## config.mk

```make
export PLATFORM = sky130hd
export DESIGN_NAME = nor_netlist_executor_flat
export DESIGN_NICKNAME = d
export VERILOG_FILES = /design/src/rtl/nor_netlist_executor_if.sv /design/src/rtl/nor_netlist_executor.sv /design/src/flat_wrapper.sv
export SDC_FILE = /design/constraint.sdc
export NUM_CORES = 1
export LEC_CHECK = 0
export CORE_ASPECT_RATIO = 0.75
export CORE_MARGIN = 3
export CORE_UTILIZATION = 40
export DETAILED_ROUTE_END_ITERATION = 6
export PLACE_DENSITY = 0.62
export REMOVE_ABC_BUFFERS = 1
export SYNTH_ARGS = -nofsm -noshare
export SYNTH_HDL_FRONTEND = slang
export SYNTH_SLANG_ARGS = --single-unit
export TNS_END_PERCENT = 50
```

## constraint.sdc

```tcl
create_clock -name clk -period 4.4 [get_ports clk]
set_input_delay 0.88 -clock clk [delete_from_list [all_inputs] [get_ports clk]]
set_output_delay 0.88 -clock clk [all_outputs]
set_load 0.005 [all_outputs]
```

## src/rtl/nor_netlist_executor_if.sv

```systemverilog
// nor_netlist_executor_if: program write port, input/output handshakes and status of the NOR netlist executor.
// The trace signals exist only when NOR_TRACE_EN is defined.
interface nor_netlist_executor_if #(
  parameter int NUM_IN = 8,
  parameter int IDX_W  = 5,
  parameter int PC_W   = 5
);
  logic                   prog_we;
  logic [PC_W-1:0]        prog_addr;
  logic [2+3*IDX_W-1:0]   prog_data;
  logic                   in_valid;
  logic                   in_ready;
  logic [NUM_IN-1:0]      x;
  logic [IDX_W-1:0]       out_idx;
  logic                   out_valid;
  logic                   out_ready;
  logic                   z;
  logic                   err;
`ifdef NOR_TRACE_EN
  logic                   trc_valid;
  logic [PC_W-1:0]        trc_pc;
  logic [IDX_W-1:0]       trc_idx;
  logic                   trc_val;
  modport master (output prog_we, prog_addr, prog_data, in_valid, x, out_idx, out_ready,
                  input in_ready, out_valid, z, err, trc_valid, trc_pc, trc_idx, trc_val);
  modport slave (input prog_we, prog_addr, prog_data, in_valid, x, out_idx, out_ready,
                 output in_ready, out_valid, z, err, trc_valid, trc_pc, trc_idx, trc_val);
`else
  modport master (output prog_we, prog_addr, prog_data, in_valid, x, out_idx, out_ready,
                  input in_ready, out_valid, z, err);
  modport slave (input prog_we, prog_addr, prog_data, in_valid, x, out_idx, out_ready,
                 output in_ready, out_valid, z, err);
`endif
endinterface

```

## src/rtl/nor_netlist_executor.sv

```systemverilog
// nor_netlist_executor: steps an inv1/nor2 gate program one gate per clock over a bit-node register file.
// Define NOR_TRACE_EN to add a registered per-gate trace (trc_valid/trc_pc/trc_idx/trc_val).
module nor_netlist_executor #(
  parameter int NUM_IN    = 8,
  parameter int NUM_NODES = 32,
  parameter int MAX_GATES = 32,
  parameter int IDX_W     = $clog2(NUM_NODES),
  parameter int PC_W      = $clog2(MAX_GATES)
) (
  input logic                  clk,
  input logic                  rst_n,
  nor_netlist_executor_if.slave bus
);
  localparam int DW = 2 + 3 * IDX_W;
  typedef enum logic [1:0] {IDLE, EXEC, DONE} state_t;
  state_t               r_state, w_next;
  logic [DW-1:0]        r_mem [MAX_GATES];
  logic [NUM_NODES-1:0] r_nodes;
  logic [PC_W-1:0]      r_pc;
  logic [IDX_W-1:0]     r_out_idx;
  logic                 r_z, r_err;
  logic [1:0]           w_op;
  logic [IDX_W-1:0]     w_a, w_b, w_y;
  logic w_accept, w_exec, w_gate, w_bad_y, w_wr, w_va, w_vb, w_res, w_end, w_set_err, w_z;

  // Nodes beyond the file read as constant 0.
  function automatic logic rd(input logic [NUM_NODES-1:0] n, input logic [IDX_W-1:0] i);
    return int'(i) < NUM_NODES ? n[i] : 1'b0;
  endfunction

  assign {w_op, w_a, w_b, w_y} = r_mem[r_pc];
  assign w_accept  = r_state == IDLE && bus.in_valid;
  assign w_exec    = r_state == EXEC;
  assign w_gate    = w_exec && (w_op == 2'b01 || w_op == 2'b10);
  assign w_bad_y   = int'(w_y) < NUM_IN || int'(w_y) >= NUM_NODES;
  assign w_wr      = w_gate && !w_bad_y;
  assign w_va      = rd(r_nodes, w_a);
  assign w_vb      = rd(r_nodes, w_b);
  assign w_res     = w_op[1] ? ~(w_va | w_vb) : ~w_va;
  assign w_end     = w_exec && (!w_gate || int'(r_pc) == MAX_GATES - 1);
  assign w_set_err = (bus.prog_we && r_state != IDLE) || (w_exec && w_op == 2'b11) ||
                     (w_gate && (w_bad_y || int'(w_a) >= NUM_NODES || (w_op[1] && int'(w_b) >= NUM_NODES)));
  // The last slot's own write must be visible in the result captured on the same edge.
  assign w_z       = (w_wr && w_y == r_out_idx) ? w_res : rd(r_nodes, r_out_idx);

  assign bus.in_ready  = r_state == IDLE;
  assign bus.out_valid = r_state == DONE;
  assign bus.z         = r_z;
  assign bus.err       = r_err;

  always_ff @(posedge clk or negedge rst_n)
    if (!rst_n) r_state <= IDLE;
    else r_state <= w_next;

  always_comb begin
    w_next = r_state;
    if (w_accept) w_next = EXEC;
    if (w_end) w_next = DONE;
    if (r_state == DONE && bus.out_ready) w_next = IDLE;
  end

  // Program memory is deliberately left out of reset so a loaded program survives it.
  always_ff @(posedge clk)
    if (bus.prog_we && r_state == IDLE) r_mem[bus.prog_addr] <= bus.prog_data;

  always_ff @(posedge clk or negedge rst_n)
    if (!rst_n) begin
      r_nodes   <= '0;
      r_pc      <= '0;
      r_out_idx <= '0;
      r_z       <= 1'b0;
      r_err     <= 1'b0;
    end else begin
      if (w_accept) begin
        r_nodes[NUM_IN-1:0] <= bus.x;
        r_out_idx           <= bus.out_idx;
      end
      if (w_wr) r_nodes[w_y] <= w_res;
      r_pc <= w_accept ? '0 : w_exec ? r_pc + 1'b1 : r_pc;
      if (w_end) r_z <= w_z;
      if (w_set_err) r_err <= 1'b1;
    end

`ifdef NOR_TRACE_EN
  logic                 r_trc_valid, r_trc_val;
  logic [PC_W-1:0]      r_trc_pc;
  logic [IDX_W-1:0]     r_trc_idx;
  always_ff @(posedge clk or negedge rst_n)
    if (!rst_n) begin
      r_trc_valid <= 1'b0;
      r_trc_pc    <= '0;
      r_trc_idx   <= '0;
      r_trc_val   <= 1'b0;
    end else begin
      r_trc_valid <= w_wr;
      r_trc_pc    <= r_pc;
      r_trc_idx   <= w_y;
      r_trc_val   <= w_res;
    end
  assign bus.trc_valid = r_trc_valid;
  assign bus.trc_pc    = r_trc_pc;
  assign bus.trc_idx   = r_trc_idx;
  assign bus.trc_val   = r_trc_val;
`endif
endmodule

```

## src/flat_wrapper.sv

```systemverilog
// flat-port wrapper written by rule: the top's interface ports become plain ports
module nor_netlist_executor_flat 
#(
  parameter int NUM_IN    = 8,
  parameter int NUM_NODES = 32,
  parameter int MAX_GATES = 32,
  parameter int IDX_W     = $clog2(NUM_NODES),
  parameter int PC_W      = $clog2(MAX_GATES)
)
  (clk, rst_n, bus_prog_we, bus_prog_addr, bus_prog_data, bus_in_valid, bus_x, bus_out_idx, bus_out_ready, bus_in_ready, bus_out_valid, bus_z, bus_err);
  nor_netlist_executor_if #(.NUM_IN(NUM_IN), .IDX_W(IDX_W), .PC_W(PC_W)) bus_i ();
  input logic clk;
  input logic rst_n;
  input wire logic [$bits(bus_i.prog_we)-1:0] bus_prog_we;
  input wire logic [$bits(bus_i.prog_addr)-1:0] bus_prog_addr;
  input wire logic [$bits(bus_i.prog_data)-1:0] bus_prog_data;
  input wire logic [$bits(bus_i.in_valid)-1:0] bus_in_valid;
  input wire logic [$bits(bus_i.x)-1:0] bus_x;
  input wire logic [$bits(bus_i.out_idx)-1:0] bus_out_idx;
  input wire logic [$bits(bus_i.out_ready)-1:0] bus_out_ready;
  output wire logic [$bits(bus_i.in_ready)-1:0] bus_in_ready;
  output wire logic [$bits(bus_i.out_valid)-1:0] bus_out_valid;
  output wire logic [$bits(bus_i.z)-1:0] bus_z;
  output wire logic [$bits(bus_i.err)-1:0] bus_err;
  assign bus_i.prog_we = bus_prog_we;
  assign bus_i.prog_addr = bus_prog_addr;
  assign bus_i.prog_data = bus_prog_data;
  assign bus_i.in_valid = bus_in_valid;
  assign bus_i.x = bus_x;
  assign bus_i.out_idx = bus_out_idx;
  assign bus_i.out_ready = bus_out_ready;
  assign bus_in_ready = bus_i.in_ready;
  assign bus_out_valid = bus_i.out_valid;
  assign bus_z = bus_i.z;
  assign bus_err = bus_i.err;
  nor_netlist_executor #(.NUM_IN(NUM_IN), .NUM_NODES(NUM_NODES), .MAX_GATES(MAX_GATES), .IDX_W(IDX_W), .PC_W(PC_W)) u_core (.clk(clk), .rst_n(rst_n), .bus(bus_i));
endmodule
```

==> qor.csv, run 1 <==
metric,value,unit
status,completed,
largest net degree at the start of global routing,47,
number of enable flip-flop cells after synthesis,544,
CP Cell Sequence,buf_12 > buf_4 > mux4_1 > mux4_2 > mux2i_1 > buf_4 > xor2_1 > a31oi_1 > or4_4 > mux2_4 > o31ai_2,
fraction of layout cells with a size suffix above 1,27.6,%
Yosys reg bits,590,
Critical Path RT,4.90,ns
routed len/inst,27.9,microns
shortest period the worst path allows,3.97,ns
CP Buf/Inv Count,3,
vias in the first global route,12425,
mapped cell area,24100,sq um
Layout area overhead,14.9,%
max-slew violation count,0,
cts hold-fix bufs,0,
"most common cell after layout, fill and taps aside",edfxtp_1,
Die ar.,63200,sq um
initial antenna violation count,0,
setup bufs post-CTS,0,
Critical Path Source Type,flip-flop,
drt via density,5.72,
fmax,0.252,GHz
Final nets,1351,
CP top delay family,multiplexers,
CTS sink cnt,590,
Sw Share,30.6,%
GRT Util Overall,19.1,%
slowest CP cell,mux4_1,
leading area contributor after synthesis,edfxtp_1,
CTS tree,done,
Final period util,90.3,%
Post-DP HPWL,36.3,mm
grt ovf,0,
TritonCTS buffer count,53,
syn avg cell area,20.2,sq um
vias,12236,
CTS Buffer Depth,3,
Layout fillers,4913,
Slew @ Worst Pin,1.22,ns
IO buf count,43,
Max Cap Viol,0,
clock-pin slew on the worst setup and hold paths,0.07,ns
most frequent CP cell,buf_4,
ys async rst share,7.80,%
ANT cells,0,
post-route total power,16600,uW
Cell Int Power,11500,uW
Gate Count Post-Synth,1189,
Worst-Skew Late Latency,0.59,ns
"top cells by area, synth","edfxtp_1, mux4_2, dfrtp_1",
RSZ-0062 raised after global routing,false,
pwr/cell area,599,nW/um^2
core region area,59300,sq um
CP endpoint kind,flip-flop,
post-cts sizing count,0,
Site Rows,77,
"commonest non-fill, non-tap cells in the layout","edfxtp_1, mux4_2, mux2i_1",
Die Span X,289,microns
"Distinct cells, synth",58,
placer congestion estimate,0.807,
CTS Root Cell,clkbuf_16,
first-pass GRT wire length,86.8,mm
Synth top area share,67.8,%
Final setup viols,0,
Logic pwr share,31.2,%
top_reg_cell synth,edfxtp_1,
Yosys warnings,0,
maximum vdd drop,0.321,mV
Hold Path Class,primary input to async pin,
DRT antenna net count,0,
worst setup path category,flip-flop to flip-flop,
Initial Util,40.6,%
Reg power frac,40.7,%
CTS HTree Levels,2,
final-report hold violation count,0,
share of total power in the clock network,28.1,%
1st-iter DRT viols,1320,
number of I/O pins,44,
WHS,0.487,ns
skew final,0.0187,ns
drt pass-1 iters,7,
sequential share of the synthesized area,72.6,%
arrival time at the worst endpoint,4.47,ns
detailed-route wire length,59.7,mm
"slowest stage delay, CP",0.59,ns
relative slew slack,18.6,%
DRC Markers,0,
Die Y,218,microns
crit-path max FO,23,
net switching power of the design,5070,uW
P_leak,0.00900,uW
[cells in the mapped netlist, types with 3 or more instances]
| cell type | instances |
|---|---|
| edfxtp_1 | 544 |
| mux4_2 | 136 |
| mux2i_1 | 85 |
| nand2_1 | 69 |
| nor2_1 | 54 |
| dfrtp_1 | 46 |
| buf_2 | 35 |
| mux2_2 | 25 |
| o31ai_1 | 24 |
| mux4_1 | 19 |
| nand3_1 | 13 |
| nor2b_1 | 11 |
| buf_4 | 9 |
| a22oi_1 | 8 |
| a21oi_1 | 7 |
| nand3b_1 | 7 |
| o21ai_0 | 7 |
| clkbuf_1 | 6 |
| inv_1 | 6 |
| a22o_1 | 5 |
| buf_1 | 5 |
| nor3_1 | 5 |
| a211oi_1 | 4 |
| and3_1 | 4 |
| nand2b_1 | 4 |
| o211ai_1 | 4 |
| a211o_1 | 3 |
| buf_8 | 3 |
| ha_1 | 3 |
| o22ai_1 | 3 |
[through the flow]
stage	utilization (%)	setup slack, ns	TNS (ns)	instances	cell area [sq um]
floorplan	-	-3.51	-99.20	1129	23700
global placement	43.8	0.444	0	2043	25900
detailed placement	43.8	0.445	0	2043	25900
CTS	46.7	0.414	0	2140	27700
global route	46.7	0.219	0	2140	27700
finish	46.7	0.428	0	2140	27700
[power groups by stage]
stage                     sequential [uW]  combinational [uW]  clock, uW
after floorplan                      7090                3500          0
after global placement               6860                5160          0
after detailed placement             6860                5200          0
after CTS                            6740                5220       4740
after global routing                 6770                5560       4980
final                                6740                5170       4660
[cell families after synthesis]
logic type / count (synthesis) / synth area share (%)
AO/OA/AOI/OAI: 78 / 2.39
XOR/XNOR: 4 / 0.146
adder cells (fa/ha/maj): 3 / 0.156
buffers and inverters: 66 / 1.59
flip-flops: 590 / 72.6
multiplexers: 267 / 19.6
AND/OR/NAND/NOR: 181 / 3.47
[metal layers]
metal / track usage (%) / up-vias / part of all wire (%) / wire length, microns
met4: 4.18 / 0 / 2.0 / 1170
met1: 28.8 / 6541 / 45 / 26900
met5: 0 / - / 0 / 0
met2: 28.8 / 453 / 45 / 27000
met3: 4.06 / 82 / 7.7 / 4580
li1: - / 5160 / - / -
[final cells by class]
class	instances	area, sq um	area share, %
sequential	590	17500	63.2
multi-input combinational	533	6290	22.7
clock buffer	67	1450	5.24
timing repair buffer	124	1150	4.14
tap	790	988	3.57
clock inverter	30	277	0.999
inverter	6	22.5	0.0814
[sequential cells by signal (all words and copies together), names as in the netlist]
| signal | cells |
|---|---|
| u_core.r_mem | 544 |
| u_core.r_nodes | 32 |
| u_core.r_out_idx | 5 |
| u_core.r_pc | 5 |
| u_core.r_state | 2 |
| u_core.bus.err | 1 |
| u_core.bus.z | 1 |
[worst reg2reg max path, stage by stage, from the launching register on]
cell and delay [ns]:
dfrtp_4 0.58, buf_12 0.26, buf_4 0.20, mux4_1 0.59, mux4_2 0.48, mux2i_1 0.25
buf_4 0.21, xor2_1 0.16, a31oi_1 0.11, or4_4 0.55, mux2_4 0.31, o31ai_2 0.17
[final timing paths]
path	start	to	cells past startpoint	slack (ns)
worst max register to register	u_core.r_pc[0]$_DFFE_PN0P_	u_core.bus.z$_DFFE_PN0P_	11	0.43
worst max-delay path	u_core.r_pc[0]$_DFFE_PN0P_	u_core.bus.z$_DFFE_PN0P_	11	0.43
worst min register to register	u_core.bus.err$_DFFE_PN0P_	u_core.bus.err$_DFFE_PN0P_	1	0.49
min in group clk	u_core.bus.err$_DFFE_PN0P_	u_core.bus.err$_DFFE_PN0P_	1	0.49
max in group asynchronous	rst_n	u_core.r_pc[2]$_DFFE_PN0P_	1	3.11
worst min-delay path	rst_n	u_core.r_out_idx[1]$_DFFE_PN0P_	1	0.49
No activity file was read; power rests on OpenSTA's default activity.
==> run 2: changes to the inputs <==
RECOVER_POWER = 25   (was default)
==> run 2 against run 1 <==
  * The flow now finishes with violations (max-capacitance violations, max-slew violations)
  * Largest power group unchanged
  * Highest routed layer unchanged
  * Critical path depth is the same
  * Critical path type unchanged
  * Combinational power barely moved
  * Largest cell class unchanged
  * Fmax is essentially flat
==> qor.csv, run 2 (same netlist as run 1, synthesis figures left out) <==
metric,value,unit
core region area,59300,sq um
setup bufs post-CTS,0,
CTS Root Cell,clkbuf_16,
initial antenna violation count,0,
Cell Int Power,11500,uW
Final nets,1351,
post-route total power,16600,uW
share of total power in the clock network,28.1,%
cts hold-fix bufs,0,
skew final,0.0191,ns
IO buf count,43,
first-pass GRT wire length,86.8,mm
TritonCTS buffer count,53,
relative slew slack,-71.9,%
DRT antenna net count,0,
pwr/cell area,598,nW/um^2
fmax,0.252,GHz
"slowest stage delay, CP",0.60,ns
vias in the first global route,12425,
"most common cell after layout, fill and taps aside",edfxtp_1,
final-report hold violation count,0,
maximum vdd drop,0.321,mV
number of I/O pins,44,
Final period util,90.3,%
Hold Path Class,flip-flop to flip-flop,
Logic pwr share,31.2,%
vias,12240,
fraction of layout cells with a size suffix above 1,27.4,%
Reg power frac,40.7,%
RSZ-0062 raised after global routing,false,
crit-path max FO,23,
P_leak,0.00900,uW
Sw Share,30.6,%
CTS sink cnt,590,
CTS HTree Levels,2,
design area,27700,sq um
detailed-route wire length,59.7,mm
CP top delay family,multiplexers,
most frequent CP cell,buf_4,
CP Cell Sequence,buf_12 > buf_4 > mux4_1 > mux4_2 > mux2i_1 > buf_4 > xor2_1 > a31oi_1 > or4_4 > mux2_4 > o31ai_2,
max-slew violation count,47,
net switching power of the design,5070,uW
CP endpoint kind,flip-flop,
post-place setup slack,0.445,ns
Placed Area,25900,sq um
Inst Count DP,2043,
drt via density,5.72,
CP Buf/Inv Count,3,
post-cts sizing count,0,
routed len/inst,27.9,microns
Max Cap Viol,1,
Post-DP HPWL,36.3,mm
Die ar.,63200,sq um
status,"finished, violations left",
Final setup viols,0,
Non-Filler Instances,2140,
ANT cells,0,
grt ovf,0,
failing checks,"max-capacitance violations, max-slew violations",
Die Span X,289,microns
"commonest non-fill, non-tap cells in the layout","edfxtp_1, mux4_2, mux2i_1",
CTS tree,done,
Critical Path Source Type,flip-flop,
GRT Util Overall,19.1,%
DRC Markers,0,
drt pass-1 iters,5,
biggest regs,"u_core.r_mem: 544 flops, u_core.r_nodes: 32 flops",
shortest period the worst path allows,3.98,ns
slowest CP cell,mux4_1,
placer congestion estimate,0.807,
Die Y,218,microns
largest register by flop count,u_core.r_mem,
Worst-Skew Late Latency,0.59,ns
clock-pin slew on the worst setup and hold paths,0.07,ns
worst setup path category,flip-flop to flip-flop,
WHS,0.487,ns
Initial Util,40.6,%
Layout area overhead,14.9,%
Critical Path RT,4.90,ns
Final Worst Setup Slack,0.425,ns
largest net degree at the start of global routing,47,
max reg flops,544,
Slew @ Worst Pin,2.58,ns
CTS Buffer Depth,3,
Site Rows,77,
arrival time at the worst endpoint,4.48,ns
1st-iter DRT viols,1312,
run 2: worst paths after layout:
path                                             from                         endpoint  slack, ns  cells past startpoint
min in group asynchronous                       rst_n  u_core.r_out_idx[1]$_DFFE_PN0P_       1.09                      1
setup / recovery           u_core.r_pc[0]$_DFFE_PN0P_         u_core.bus.z$_DFFE_PN0P_       0.42                     11
hold / removal             u_core.bus.err$_DFFE_PN0P_       u_core.bus.err$_DFFE_PN0P_       0.49                      1
setup reg to reg           u_core.r_pc[0]$_DFFE_PN0P_         u_core.bus.z$_DFFE_PN0P_       0.42                     11
max in group asynchronous                       rst_n       u_core.r_pc[2]$_DFFE_PN0P_       1.48                      1
hold reg to reg            u_core.bus.err$_DFFE_PN0P_       u_core.bus.err$_DFFE_PN0P_       0.49                      1
run 2: metrics by stage:
stage	setup TNS [ns]	utilization (%)
6_report	0	46.7
2_1_floorplan	-99.20	-
3_5_place_dp	0	43.8
4_1_cts	0	46.7
3_3_place_gp	0	43.8
5_1_grt	0	46.7
run 2: power groups by stage:
stage	clock (uW)	combinational (uW)	sequential, uW
final	4660	5160	6740
after detailed placement	0	5200	6860
after CTS	4740	5220	6740
after global routing	4980	5560	6770
after floorplan	0	3500	7090
after global placement	0	5160	6860
run 2: final cells by class:
cell class              count  area, sq um
repair buffers            124         1140
well taps                 790          988
multi-input cells         533         6290
flip-flops and latches    590        17500
clock buffers              67         1450
inverters                   6         22.5
clock inverters            30          277
fillers                  4914        31600
run 2: worst register-to-register path, cell delays in order, from the launching register on:
cell     delay [ns]
dfrtp_4        0.58
buf_12         0.26
buf_4          0.20
mux4_1         0.60
mux4_2         0.48
mux2i_1        0.25
buf_4          0.21
xor2_1         0.16
a31oi_1        0.11
or4_4          0.55
mux2_4         0.31
o31ai_2        0.17
run 2: layer usage:
metal | track usage [%] | up-vias | wire, microns
met2 | 28.8 | 473 | 27000
li1 | - | 5161 | -
met1 | 28.8 | 6520 | 26800
met3 | 4.06 | 86 | 4730
met4 | 4.18 | 0 | 1210
met5 | 0 | - | 0
==> run 3: changes to the inputs <==
HOLD_SLACK_MARGIN = 0.12   (was default)
==> results of run 3 <==
No change in the layout: final DEF, timing and power equal those of run 2.
